## config.mk

```make
export PLATFORM = sky130hd
export DESIGN_NAME = stream_dist_1to4
export DESIGN_NICKNAME = d
export VERILOG_FILES = /design/src/rtl/dist_pkg.sv /design/src/rtl/stream_fifo.sv /design/src/rtl/stream_dist_1to4.sv
export SDC_FILE = /design/constraint.sdc
export NUM_CORES = 1
export LEC_CHECK = 0
export BUFFER_PORTS_ARGS = -buffer_cell sky130_fd_sc_hd__buf_4
export CAP_MARGIN = 15
export CORE_MARGIN = 2
export CORE_UTILIZATION = 44
export DETAILED_ROUTE_END_ITERATION = 7
export HOLD_SLACK_MARGIN = 0.05
export PLACE_DENSITY = 0.69
export SLEW_MARGIN = 10
export SYNTH_ARGS = -nofsm -noshare
export SYNTH_HDL_FRONTEND = slang
export SYNTH_SLANG_ARGS = --single-unit
```

## constraint.sdc

```tcl
create_clock -name clk_user -period 7.2 [get_ports clk_user]
set_input_delay 2.16 -clock clk_user [delete_from_list [all_inputs] [get_ports clk_user]]
set_output_delay 2.16 -clock clk_user [all_outputs]
set_load 0.03 [all_outputs]
```

## src/rtl/dist_pkg.sv

```systemverilog
// dist_pkg: shared constants and types for the stream distributor.
//   PAYLOAD_BITS / NUM_OUT : default word width and output count
//   payload_t              : one stream word
//   ptr_t                  : output select pointer
//   stat_t                 : statistics counter
//   sat_inc()              : saturating +1 for stat_t
package dist_pkg;

  localparam int unsigned PAYLOAD_BITS = 32;
  localparam int unsigned NUM_OUT      = 4;
  localparam int unsigned STAT_BITS    = 32;

  typedef logic [PAYLOAD_BITS-1:0]    payload_t;
  typedef logic [$clog2(NUM_OUT)-1:0] ptr_t;
  typedef logic [STAT_BITS-1:0]       stat_t;

  // Counters stick at all-ones instead of wrapping.
  function automatic stat_t sat_inc(stat_t v);
    return (&v) ? v : v + stat_t'(1);
  endfunction

endpackage

```

## src/rtl/stream_fifo.sv

```systemverilog
// stream_fifo: small synchronous FIFO used as the per-output elastic buffer.
//   clk, rst_n      : clock, asynchronous active-low reset
//   push, push_data : write request and word (ignored when full)
//   pop             : read request (ignored when empty)
//   full, empty     : occupancy flags
//   head            : oldest stored word, valid while empty is 0
module stream_fifo #(
  parameter int unsigned WIDTH = 32,
  parameter int unsigned DEPTH = 2
) (
  input  logic             clk,
  input  logic             rst_n,
  input  logic             push,
  input  logic [WIDTH-1:0] push_data,
  input  logic             pop,
  output logic             full,
  output logic             empty,
  output logic [WIDTH-1:0] head
);

  localparam int unsigned AW = $clog2(DEPTH);
  localparam logic [AW:0] CNT_FULL = (AW+1)'(DEPTH);

  logic [WIDTH-1:0] mem [DEPTH];
  logic [AW-1:0]    wr_idx_q, rd_idx_q;
  logic [AW:0]      count_q;
  logic             do_push, do_pop;

  assign do_push = push & ~full;
  assign do_pop  = pop & ~empty;

  // Indices wrap naturally because DEPTH is a power of two.
  always_ff @(posedge clk or negedge rst_n) begin
    if (!rst_n) begin
      wr_idx_q <= '0;
      rd_idx_q <= '0;
      count_q  <= '0;
    end else begin
      if (do_push) wr_idx_q <= wr_idx_q + 1'b1;
      if (do_pop)  rd_idx_q <= rd_idx_q + 1'b1;
      unique case ({do_push, do_pop})
        2'b10:   count_q <= count_q + 1'b1;
        2'b01:   count_q <= count_q - 1'b1;
        default: count_q <= count_q;
      endcase
    end
  end

  // Storage needs no reset: contents are only visible while non-empty.
  always_ff @(posedge clk) begin
    if (do_push) mem[wr_idx_q] <= push_data;
  end

  assign full  = (count_q == CNT_FULL);
  assign empty = (count_q == '0);
  assign head  = mem[rd_idx_q];

endmodule

```

## src/rtl/stream_dist_1to4.sv

```systemverilog
// stream_dist_1to4: deals an ap_vld/ap_ack word stream in blocks of BLOCK_LEN words,
// round-robin, onto four buffered output streams.
//   clk_user, reset            : clock, asynchronous active-low reset
//   ap_start / ap_idle         : intake enable / all buffers empty and no intake
//   Input_1_V_V*               : input stream (data, vld, ack)
//   Output_k_V_V*, k=1..4      : output streams (data, vld, ack)
//   stat_words_k, stat_stall   : statistics, built only when DIST_STATS_EN is defined,
//                                otherwise tied to zero
module stream_dist_1to4 #(
  parameter int unsigned PAYLOAD_BITS = 32,
  parameter int unsigned NUM_OUT      = 4,
  parameter int unsigned BLOCK_LEN    = 1,
  parameter int unsigned FIFO_DEPTH   = 2
) (
  input  logic                    clk_user,
  input  logic                    reset,
  input  logic                    ap_start,
  output logic                    ap_idle,
  input  logic [PAYLOAD_BITS-1:0] Input_1_V_V,
  input  logic                    Input_1_V_V_ap_vld,
  output logic                    Input_1_V_V_ap_ack,
  output logic [PAYLOAD_BITS-1:0] Output_1_V_V,
  output logic                    Output_1_V_V_ap_vld,
  input  logic                    Output_1_V_V_ap_ack,
  output logic [PAYLOAD_BITS-1:0] Output_2_V_V,
  output logic                    Output_2_V_V_ap_vld,
  input  logic                    Output_2_V_V_ap_ack,
  output logic [PAYLOAD_BITS-1:0] Output_3_V_V,
  output logic                    Output_3_V_V_ap_vld,
  input  logic                    Output_3_V_V_ap_ack,
  output logic [PAYLOAD_BITS-1:0] Output_4_V_V,
  output logic                    Output_4_V_V_ap_vld,
  input  logic                    Output_4_V_V_ap_ack,
  output logic [31:0]             stat_words_1,
  output logic [31:0]             stat_words_2,
  output logic [31:0]             stat_words_3,
  output logic [31:0]             stat_words_4,
  output logic [31:0]             stat_stall
);

  import dist_pkg::*;

  logic [NUM_OUT-1:0]      full, empty, push, out_ack;
  logic [PAYLOAD_BITS-1:0] head [NUM_OUT];
  ptr_t                    ptr_q;
  logic [7:0]              blk_cnt_q;
  logic                    in_ack, in_xfer;

  // Reset term keeps ack low while reset is held, even with ap_start high.
  assign in_ack             = reset & ap_start & ~full[ptr_q];
  assign in_xfer            = Input_1_V_V_ap_vld & in_ack;
  assign Input_1_V_V_ap_ack = in_ack;
  assign ap_idle            = (&empty) & ~in_xfer;

  assign out_ack = {Output_4_V_V_ap_ack, Output_3_V_V_ap_ack,
                    Output_2_V_V_ap_ack, Output_1_V_V_ap_ack};

  // Pointer and block counter only move on an input transfer, so a stalled or
  // gated block resumes on the same output.
  always_ff @(posedge clk_user or negedge reset) begin
    if (!reset) begin
      ptr_q     <= '0;
      blk_cnt_q <= '0;
    end else if (in_xfer) begin
      if (blk_cnt_q == 8'(BLOCK_LEN - 1)) begin
        blk_cnt_q <= '0;
        ptr_q     <= (ptr_q == ptr_t'(NUM_OUT - 1)) ? '0 : ptr_q + 1'b1;
      end else begin
        blk_cnt_q <= blk_cnt_q + 1'b1;
      end
    end
  end

  for (genvar k = 0; k < NUM_OUT; k++) begin : g_buf
    assign push[k] = in_xfer & (ptr_q == ptr_t'(k));

    stream_fifo #(
      .WIDTH (PAYLOAD_BITS),
      .DEPTH (FIFO_DEPTH)
    ) u_fifo (
      .clk       (clk_user),
      .rst_n     (reset),
      .push      (push[k]),
      .push_data (Input_1_V_V),
      .pop       (out_ack[k]),
      .full      (full[k]),
      .empty     (empty[k]),
      .head      (head[k])
    );
  end

  assign Output_1_V_V        = head[0];
  assign Output_2_V_V        = head[1];
  assign Output_3_V_V        = head[2];
  assign Output_4_V_V        = head[3];
  assign Output_1_V_V_ap_vld = ~empty[0];
  assign Output_2_V_V_ap_vld = ~empty[1];
  assign Output_3_V_V_ap_vld = ~empty[2];
  assign Output_4_V_V_ap_vld = ~empty[3];

`ifdef DIST_STATS_EN
  stat_t words_q [NUM_OUT];
  stat_t stall_q;

  always_ff @(posedge clk_user or negedge reset) begin
    if (!reset) begin
      for (int k = 0; k < NUM_OUT; k++) words_q[k] <= '0;
      stall_q <= '0;
    end else begin
      for (int k = 0; k < NUM_OUT; k++) begin
        if (~empty[k] & out_ack[k]) words_q[k] <= sat_inc(words_q[k]);
      end
      if (Input_1_V_V_ap_vld & ~in_ack) stall_q <= sat_inc(stall_q);
    end
  end

  assign stat_words_1 = words_q[0];
  assign stat_words_2 = words_q[1];
  assign stat_words_3 = words_q[2];
  assign stat_words_4 = words_q[3];
  assign stat_stall   = stall_q;
`else
  assign stat_words_1 = stat_t'(0);
  assign stat_words_2 = stat_t'(0);
  assign stat_words_3 = stat_t'(0);
  assign stat_words_4 = stat_t'(0);
  assign stat_stall   = stat_t'(0);
`endif

endmodule

```

==> flow_metrics.py <==
metrics = {
    "status": {
        "outcome": "finished, final reports clean",
    },
    "placed_design": {
        "place_hpwl_um": 14500,
        "gp_congestion": 0.730,
        "numPortBuffers": 173,
    },
    "logic_synthesis": {
        "synthCells": 707,
        "yosys.area.top_type": "edfxtp_1",
        "synth_seq_cells": 282,
        "yosysUniqueCellTypes": 34,
        "ys_warn_count": 0,
        "syn_avg_cell_area_sq_um": 16.9,
        "postSynth.asyncResetShare": 0.0922,
        "synth.yosys.seq_area_share": 0.700,
        "synth.top_cell.area_share": 0.645,
        "synth_top_family_by_area": "multiplexers",
        "synth_simple_gate_area_share": 0.0339,
        "synthMuxAreaShare": 0.125,
        "synth-xor-area-share": 0.0176,
        "synthAdderAreaFrac": 0.0105,
        "synth_area_leaders": "edfxtp_1, mux2_2, buf_4",
        "synth_edf_count": 256,
        "yosys_most_used_dff": "edfxtp_1",
        "synth_compound_area_frac": 0.00315,
        "syn_area_sq_mm": 0.0119,
    },
    "timing": {
        "fin_skew_ns": 0.00827,
        "finalMaxSlewViolations": 0,
        "max_freq_mhz": 173,
        "fin_setup_tns_ns": 0,
        "hold_viol": 0,
        "setup_viol": 0,
        "rsz0062_at_grt": "no",
        "finalCritPeriodShare": 0.801,
        "tightest_slew_ns": 1.05,
        "finalCriticalPeriod_ns": 5.77,
        "slew_headroom": 0.303,
    },
    "job": {
        "maxCapViolCount": 0,
    },
    "critical_path": {
        "endpoint_kind": "primary output",
        "path_max_fanout": 28,
        "cp.required_ns": 5.04,
        "cp.arrival_ns": 3.61,
        "ff2ff_path_depth": 4,
        "crit_type": "input port to primary output",
        "start_kind": "input port",
        "rrSetupSlack_ns": 4.42,
        "r2r_start": "ptr_q[1]",
        "reg2reg_to": "g_buf[0].u_fifo.mem[1][5]",
    },
    "clock_tree": {
        "cts.sinks": 282,
        "clock_tree.root_cell": "clkbuf_16",
        "post_cts_buffers": 0,
        "path_clk_slew_ns": 0.06,
        "cts_tree": "yes",
        "cts_max_level": 1,
        "cts_resized": 0,
        "cts_made_buffers": 29,
        "cts_buffer_depth": 3,
        "clock_latency_ns": 0.53,
        "hold_buffers": 0,
    },
    "final_layout": {
        "n_antenna_cell": 0,
        "final_common_cell": "edfxtp_1",
        "nNetsFinal": 950,
        "drive_gt1_frac": 0.411,
        "syn_to_final_growth_pct": 17.2,
        "final_cell_mix": "edfxtp_1, buf_4, conb_1",
        "fillers": 2230,
    },
    "hold_path": {
        "hold_start": "blk_cnt_q[7]",
        "min_path_cells": 1,
        "min_to": "blk_cnt_q[7]",
        "hold_path.class": "register to register",
    },
    "routing": {
        "drt_iter0_markers": 295,
        "first_pass_iters": 4,
        "drc": 0,
        "vias": 5813,
        "drtAntennaViolNets": 0,
        "drt_wl_total_um": 22400,
        "post_drt_wl_per_cell_um": 17.7,
        "viasPerCell": 4.60,
    },
    "die": {
        "fp.dieH_um": 169,
        "die_x_um": 169,
        "core-area_sq_mm": 0.0268,
        "start_util": 0.445,
        "ioPinCount": 334,
        "rows": 60,
        "die-area_sq_mm": 0.0284,
    },
    "global_route": {
        "antenna_found_initial": 0,
        "track_usage": 0.151,
        "overflow": 0,
        "grt_max_degree": 34,
        "grt_pass1_vias": 5436,
        "grt_pass1_wl_um": 32600,
    },
    "power": {
        "p_per_area_mw_per_mm2": 368,
        "p_sw_mw": 1.74,
        "power_mw": 5.14,
        "switching_share": 0.338,
        "seq_power_share": 0.419,
        "combPwrFrac": 0.304,
        "clkPwrFrac": 0.277,
        "vdd_drop_max_mv": 0.234,
        "leakage_nw": 5.32,
        "p_int_mw": 3.40,
    },
}
synthesized netlist by cell type, types with 2 or more instances:
master      n
inv_1       8
ha_1       10
edfxtp_1  256
nor4_1      4
nor3_2      4
mux2_2    132
or2_2       6
xor2_1     16
nor3_1      8
nand3_1     7
xnor2_1     8
and2_1      8
dfrtp_1    26
buf_6       2
nand2b_1    4
clkbuf_1   16
nor2_1     10
nand2_1     7
buf_4     160
worst max path at each step:
stage                       startpoint                         to  slack (ns)  cells past startpoint
floorplan           Input_1_V_V_ap_vld  g_buf[0].u_fifo.mem[0][0]        1.54                      4
global placement                 reset                    ap_idle        1.46                      6
detailed placement               reset                    ap_idle        1.44                      6
CTS                              reset                    ap_idle        1.43                      6
global route                     reset                    ap_idle        1.29                      6
finish                           reset                    ap_idle        1.43                      6
stage by stage:
stage / hold WS [ns] / cells / cell area, sq um / utilization / setup WS (ns)
5_1_grt: 0.516 / 1264 / 14000 / 0.521 / 1.29
3_3_place_gp: 0.469 / 1210 / 13000 / 0.487 / 1.46
2_1_floorplan: 0.443 / 866 / 12500 / - / 1.54
6_report: 0.488 / 1264 / 14000 / 0.521 / 1.43
4_1_cts: 0.492 / 1264 / 14000 / 0.521 / 1.43
3_5_place_dp: 0.475 / 1210 / 13000 / 0.487 / 1.44
critical path, cell delays in order:
cell and delay [ns]:
buf_4 0.32, nand3_1 0.13, a311o_2 0.49, nor2_1 0.22
nor4_1 0.09, buf_4 0.17
registers in the layout (all words and copies together) (netlist names):
| name | cells |
|---|---|
| g_buf.u_fifo.count_q | 8 |
| blk_cnt_q | 8 |
| g_buf.u_fifo.mem | 256 |
| g_buf.u_fifo.wr_idx_q | 4 |
| g_buf.u_fifo.rd_idx_q | 4 |
| ptr_q | 2 |
kinds of logic (layout without fill, tap and decap cells):
| family | after synthesis | in the layout |
|---|---|---|
| flops | 282 | 282 |
| simple gates | 67 | 67 |
| buf+inv | 186 | 243 |
| compound gates | 5 | 5 |
| mux | 132 | 132 |
| xor+xnor | 24 | 24 |
| fa+ha+maj | 10 | 10 |
| other cells | 1 | 160 |
final cells by class:
type / count / area [sq um] / share of cell area
clock buffers: 44 / 812 / 0.0582
clock inverters: 10 / 104 / 0.00744
inverters: 8 / 30.0 / 0.00215
multi-input cells: 398 / 2890 / 0.207
flip-flops and latches: 282 / 8340 / 0.597
well taps: 341 / 427 / 0.0306
repair buffers: 181 / 1360 / 0.0973
per-layer routing:
metal | track usage | vias up | part of all wire
met1 | 0.208 | 2918 | 0.44
met2 | 0.248 | 215 | 0.48
met5 | 0 | - | 0
met4 | 0.0352 | 0 | 0.018
met3 | 0.0341 | 35 | 0.062
li1 | - | 2645 | -
power groups by stage:
| stage | clock network, mW | logic, mW | registers, mW |
|---|---|---|---|
| 6_report | 1.42 | 1.56 | 2.15 |
| 5_1_grt | 1.52 | 1.64 | 2.19 |
| 4_1_cts | 1.46 | 1.57 | 2.17 |
| 3_5_place_dp | 0 | 1.57 | 2.20 |
| 3_3_place_gp | 0 | 1.56 | 2.19 |
| 2_1_floorplan | 0 | 1.30 | 1.99 |
No activity file was read; power rests on OpenSTA's default activity.
